==> src/rtl/fpga_cfg_pkg.sv <==
// Shared types and CRC helper for the fabric configuration loader.
package fpga_cfg_pkg;

    typedef enum logic [1:0] {
        IDLE   = 2'd0,
        LOAD   = 2'd1,
        VERIFY = 2'd2,
        DONE   = 2'd3
    } cfg_state_t;

    localparam logic [7:0] CRC8_POLY = 8'h07;

    // One bit of CRC-8, MSB-first, no reflection.
    function automatic logic [7:0] crc8_step(input logic [7:0] crc, input logic bit_in);
        logic fb;
        fb = crc[7] ^ bit_in;
        return {crc[6:0], 1'b0} ^ (fb ? CRC8_POLY : 8'h00);
    endfunction

endpackage

==> src/rtl/crc8_serial.sv <==
// Bit-serial CRC-8 accumulator with synchronous clear.
module crc8_serial
    import fpga_cfg_pkg::*;
(
    input  logic       clk,
    input  logic       rst_n,
    input  logic       clr,
    input  logic       en,
    input  logic       bit_in,
    output logic [7:0] value
);

    always_ff @(posedge clk or negedge rst_n) begin
        if (!rst_n) begin
            value <= 8'h00;
        end else if (clr) begin
            value <= 8'h00;
        end else if (en) begin
            value <= crc8_step(value, bit_in);
        end
    end

endmodule

==> src/rtl/bitstream_loader.sv <==
// Streams configuration bytes MSB-first into the fabric chain and optionally
// recirculates the chain once to confirm its contents by CRC.
module bitstream_loader
    import fpga_cfg_pkg::*;
#(
    parameter int CHAIN_LEN = 64
) (
    input  logic       clk,
    input  logic       rst_n,
    input  logic       start,
    input  logic       verify_en,
    input  logic [7:0] in_data,
    input  logic       in_valid,
    output logic       in_ready,
    output logic       prog_en,
    output logic       prog_in,
    input  logic       prog_out,
    output logic       busy,
    output logic       done,
    output logic       pass,
    output logic [7:0] crc
);

    localparam int CNT_W  = $clog2(CHAIN_LEN + 1);
    localparam int NBYTES = CHAIN_LEN / 8;
    localparam int BYTE_W = $clog2(NBYTES + 1);
    localparam logic [CNT_W-1:0]  LAST_BIT  = CNT_W'(CHAIN_LEN - 1);
    localparam logic [BYTE_W-1:0] BYTES_MAX = BYTE_W'(NBYTES);

    cfg_state_t        state, state_nxt;
    logic [7:0]        shreg;
    logic [2:0]        sh_idx;
    logic [CNT_W-1:0]  bit_cnt;
    logic [BYTE_W-1:0] byte_cnt;
    logic              verify_q;
    logic [7:0]        lcrc, vcrc;

    logic start_ok, accept, load_shift, verify_shift, enter_done;

    assign start_ok     = start && (state == IDLE || state == DONE);
    assign load_shift   = (state == LOAD) && prog_en;
    assign verify_shift = (state == VERIFY) && prog_en;
    assign in_ready     = (state == LOAD) && (!prog_en || sh_idx == 3'd7)
                          && (byte_cnt < BYTES_MAX);
    assign accept       = in_valid && in_ready;
    // During VERIFY the chain is closed into a loop through this module.
    assign prog_in      = (state == VERIFY) ? prog_out : shreg[7];
    assign busy         = (state == LOAD) || (state == VERIFY);
    assign crc          = lcrc;
    assign enter_done   = (state != DONE) && (state_nxt == DONE);

    always_comb begin
        state_nxt = state;
        case (state)
            IDLE, DONE: if (start) state_nxt = LOAD;
            LOAD:       if (load_shift && bit_cnt == LAST_BIT)
                            state_nxt = verify_q ? VERIFY : DONE;
            VERIFY:     if (verify_shift && bit_cnt == LAST_BIT) state_nxt = DONE;
            default:    state_nxt = IDLE;
        endcase
    end

    always_ff @(posedge clk or negedge rst_n) begin
        if (!rst_n) state <= IDLE;
        else        state <= state_nxt;
    end

    always_ff @(posedge clk or negedge rst_n) begin
        if (!rst_n) begin
            prog_en  <= 1'b0;
            shreg    <= 8'h00;
            sh_idx   <= 3'd0;
            bit_cnt  <= '0;
            byte_cnt <= '0;
            verify_q <= 1'b0;
            done     <= 1'b0;
            pass     <= 1'b0;
        end else begin
            done <= enter_done;
            if (start_ok) begin
                prog_en  <= 1'b0;
                shreg    <= 8'h00;
                sh_idx   <= 3'd0;
                bit_cnt  <= '0;
                byte_cnt <= '0;
                verify_q <= verify_en;
                pass     <= 1'b0;
            end else begin
                case (state)
                    LOAD: begin
                        if (load_shift)
                            bit_cnt <= (bit_cnt == LAST_BIT) ? '0 : bit_cnt + 1'b1;
                        // A byte taken on the last-bit cycle keeps the chain running gap-free.
                        if (accept) begin
                            shreg    <= in_data;
                            sh_idx   <= 3'd0;
                            prog_en  <= 1'b1;
                            byte_cnt <= byte_cnt + 1'b1;
                        end else if (load_shift && sh_idx != 3'd7) begin
                            shreg  <= {shreg[6:0], 1'b0};
                            sh_idx <= sh_idx + 3'd1;
                        end else begin
                            prog_en <= 1'b0;
                        end
                        if (load_shift && bit_cnt == LAST_BIT && verify_q)
                            prog_en <= 1'b1;
                    end
                    VERIFY: begin
                        if (verify_shift) begin
                            if (bit_cnt == LAST_BIT) begin
                                prog_en <= 1'b0;
                                bit_cnt <= '0;
                            end else begin
                                bit_cnt <= bit_cnt + 1'b1;
                            end
                        end
                    end
                    default: ;
                endcase
                // The final returned bit is folded in here since vcrc only absorbs it at this edge.
                if (enter_done)
                    pass <= verify_q ? (crc8_step(vcrc, prog_out) == lcrc) : 1'b1;
            end
        end
    end

    crc8_serial u_load_crc (
        .clk    (clk),
        .rst_n  (rst_n),
        .clr    (start_ok),
        .en     (load_shift),
        .bit_in (shreg[7]),
        .value  (lcrc)
    );

    crc8_serial u_verify_crc (
        .clk    (clk),
        .rst_n  (rst_n),
        .clr    (start_ok),
        .en     (verify_shift),
        .bit_in (prog_out),
        .value  (vcrc)
    );

endmodule

==> config.mk <==
export PLATFORM = sky130hd
export DESIGN_NAME = bitstream_loader
export DESIGN_NICKNAME = d
export VERILOG_FILES = /design/src/rtl/fpga_cfg_pkg.sv /design/src/rtl/crc8_serial.sv /design/src/rtl/bitstream_loader.sv
export SDC_FILE = /design/constraint.sdc
export NUM_CORES = 1
export LEC_CHECK = 0
export CELL_PAD_IN_SITES_DETAIL_PLACEMENT = 2
export CELL_PAD_IN_SITES_GLOBAL_PLACEMENT = 2
export CORE_MARGIN = 8
export CORE_UTILIZATION = 40
export DETAILED_ROUTE_END_ITERATION = 16
export DONT_BUFFER_PORTS = 1
export MAX_ROUTING_LAYER = met4
export PLACE_DENSITY_LB_ADDON = 0.1
export SLEW_MARGIN = 20
export SYNTH_ARGS = -nofsm -noshare
export SYNTH_HDL_FRONTEND = slang
export SYNTH_SLANG_ARGS = --single-unit
==> constraint.sdc <==
create_clock -name clk -period 4.05 [get_ports clk]
set_clock_uncertainty 0.05 [all_clocks]
set_input_delay 0.81 -clock clk [delete_from_list [all_inputs] [get_ports clk]]
set_output_delay 0.81 -clock clk [all_outputs]
set_load 0.05 [all_outputs]
==> impl_metrics.json <==
{
  "status": "completed",
  "synth.most_common_cell": "nand2_1",
  "end_kind": "output port",
  "first_global_vias": 1990,
  "post_cts.repair.setup_buffers": 0,
  "finalWeightedCongestion": 0.8255,
  "min_path_type": "primary input to asynchronous set/reset pin",
  "post_drt_wl_per_cell_um": 20.72,
  "start_util_pct": 41.44,
  "synth_top_area_cell": "dfrtp_1",
  "syn_nets": 258,
  "worst_pin_slew_ns": 0.8722,
  "cts_buffers": 5,
  "hold_viol": 0,
  "ys_top_cells_by_area": "dfrtp_1 (48%), nand2_1 (7.7%), ha_1 (4.4%)",
  "crit_path_top_delay_cell": "nor3b_2",
  "drtAntennaViolNets": 0,
  "critPathMaxFanout": 13,
  "grt_pass1_wl_um": 10810,
  "io_buffers": 0,
  "finalWirelength_um": 6319,
  "max_stage_delay_ns": 0.81,
  "cp-start-kind": "flop",
  "synth-edff-count": 0,
  "grt_overflow": 0,
  "yosysTopAreaCellShare_pct": 47.96,
  "die-height_um": 91.76,
  "synth_seq_area_share_pct": 47.96,
  "vias_per_cell": 5.803,
  "drv_cap": 0,
  "clk_latency_ns": 0.30,
  "crit_type": "flop to output port",
  "path_cells": "inv_1 -> ha_1 -> nor3b_2",
  "synthTopCellsByCount": "nand2_1 (47), dfrtp_1 (44), a21oi_1 (17)",
  "slew_headroom_pct": 41.60,
  "core_um2": 5540,
  "cts-hold-fix-buffers": 0,
  "final_net_count": 257,
  "dieArea_um2": 8420,
  "drc": 0,
  "grt_usage_pct": 16.68,
  "drt_iter0_drc": 47,
  "fp-row-count": 27,
  "clock_sinks": 44,
  "cts.clk_slew.worst_paths_ns": 0.08,
  "die_w_um": 91.76,
  "dpl.hpwl_um": 4746,
  "vias": 1770,
  "cp.arrival_ns": 2.13,
  "finalSetupViolCount": 0,
  "avgSynthCellArea_um2": 9.729,
  "setup_tns_ns": 0,
  "fmax_mhz": 335.0,
  "syn_area_um2": 2296,
  "fin_crit_sh_pct": 73.71,
  "rsz0062_at_grt": "false",
  "cp.required_ns": 3.19,
  "powerDensity_nw_per_um2": 692.0,
  "ctsResizeCount": 0,
  "clk_path_buf_depth": 2,
  "fin_crit_ns": 2.985,
  "cts_tree": "yes",
  "hold_slack_ns": 0.1500,
  "htreeDepth": 2,
  "grt_max_degree": 45,
  "ios": 28,
  "ys_warn_count": 0,
  "synthCells": 236,
  "p_leak_nw": 1.080,
  "antenna_found_initial": 0,
  "root_buffer": "clkbuf_8",
  "ys_seq_elements": 44,
  "antennaDiodeCount": 0,
  "ir_worst_vdd_uv": 252.8,
  "synthArstFlopShare_pct": 100.0,
  "drv_slew": 0,
  "syn_to_final_growth_pct": 5.122,
  "synth-main-ff-cell": "dfrtp_1",
  "drive_above_1_share_pct": 7.725,
  "rr_worst_depth": 7,
  "firstDrtPassIters": 4,
  "ys_types": 48
}
[worst max-delay path: cells and delay by family, from the launching register on]
family        cells  cell delay (ns)
buf+inv           1             0.10
simple gates      1             0.81
fa+ha+maj         1             0.47
flops             1             0.44
[state kept, by name, indices dropped and copies added, names as in the netlist]
name	flops
u_load_crc.value	8
verify_q	1
u_verify_crc.value	8
prog_en	1
shreg	8
done	1
sh_idx	3
byte_cnt	4
state	2
pass	1
bit_cnt	7
[report_power, final]
group | total [mW] | switching [mW] | internal [mW]
Combinational | 0.735 | 0.487 | 0.248
Clock | 0.252 | 0.140 | 0.111
Sequential | 0.683 | 0.153 | 0.530
Total | 1.67 | 0.781 | 0.890
[final timing paths]
check	end	startpoint	slack (ns)
max	in_ready	state[1]	1.06
min	state[0]	rst_n	0.15
max in group asynchronous	shreg[6]	rst_n	3.70
max reg2reg	shreg[4]	state[0]	1.49
min reg2reg	shreg[1]	shreg[1]	0.44
min in group clk	shreg[1]	shreg[1]	0.44
[final cells by class]
class | count | area [um2]
Sequential cell | 44 | 1101
Clock buffer | 5 | 68.82
Multi-Input combinational cell | 172 | 1105
Fill cell | 618 | 3127
Timing Repair Buffer | 1 | 7.507
Tap cell | 72 | 90.09
Inverter | 11 | 41.29
[placed cells by master (no fill, tap or decap), types with 4 or more instances in the layout]
| cell | netlist | layout |
|---|---|---|
| clkbuf_8 | 0 | 5 |
| xor2_1 | 4 | 4 |
| a21oi_1 | 17 | 17 |
| dfrtp_1 | 44 | 44 |
| ha_1 | 8 | 8 |
| o21ai_0 | 8 | 8 |
| a22o_1 | 5 | 5 |
| inv_1 | 11 | 11 |
| xnor2_1 | 11 | 11 |
| nor2_1 | 13 | 13 |
| a222oi_1 | 5 | 5 |
| nand2_1 | 47 | 47 |
| o31ai_1 | 5 | 5 |
| nor3_1 | 4 | 4 |
[kinds of logic (layout without fill, tap and decap cells)]
family          count (synthesis)  after routing  synth area share, %
simple gates                   89             89                18.97
compound gates                 56             56                17.06
flops                          44             44                47.96
buf+inv                        20             17                4.142
xor+xnor                       15             15                5.722
fa+ha+maj                       8              8                4.360
mux                             4              4                1.798
[through the flow]
step / worst slack [ns] / area [um2] / total power [mW] / util, % / instances
CTS: 1.054 / 2414 / 1.693 / 43.56 / 305
floorplan: 1.206 / 2296 / 1.269 / - / 236
global placement: 1.474 / 2345 / 1.365 / 42.32 / 300
finish: 1.065 / 2414 / 1.670 / 43.56 / 305
global route: 0.9526 / 2414 / 1.789 / 43.56 / 305
detailed placement: 1.381 / 2345 / 1.436 / 42.32 / 300
[layer usage]
| layer | global-route usage (%) | part of all wire [%] | wire length [um] |
|---|---|---|---|
| met5 | - | 0 | 0 |
| met4 | 5.638 | 1.4 | 86 |
| met3 | 3.667 | 3.7 | 235 |
| met2 | 26.47 | 50 | 3171 |
| met1 | 20.58 | 45 | 2825 |
(Power assumes the default switching activity.)
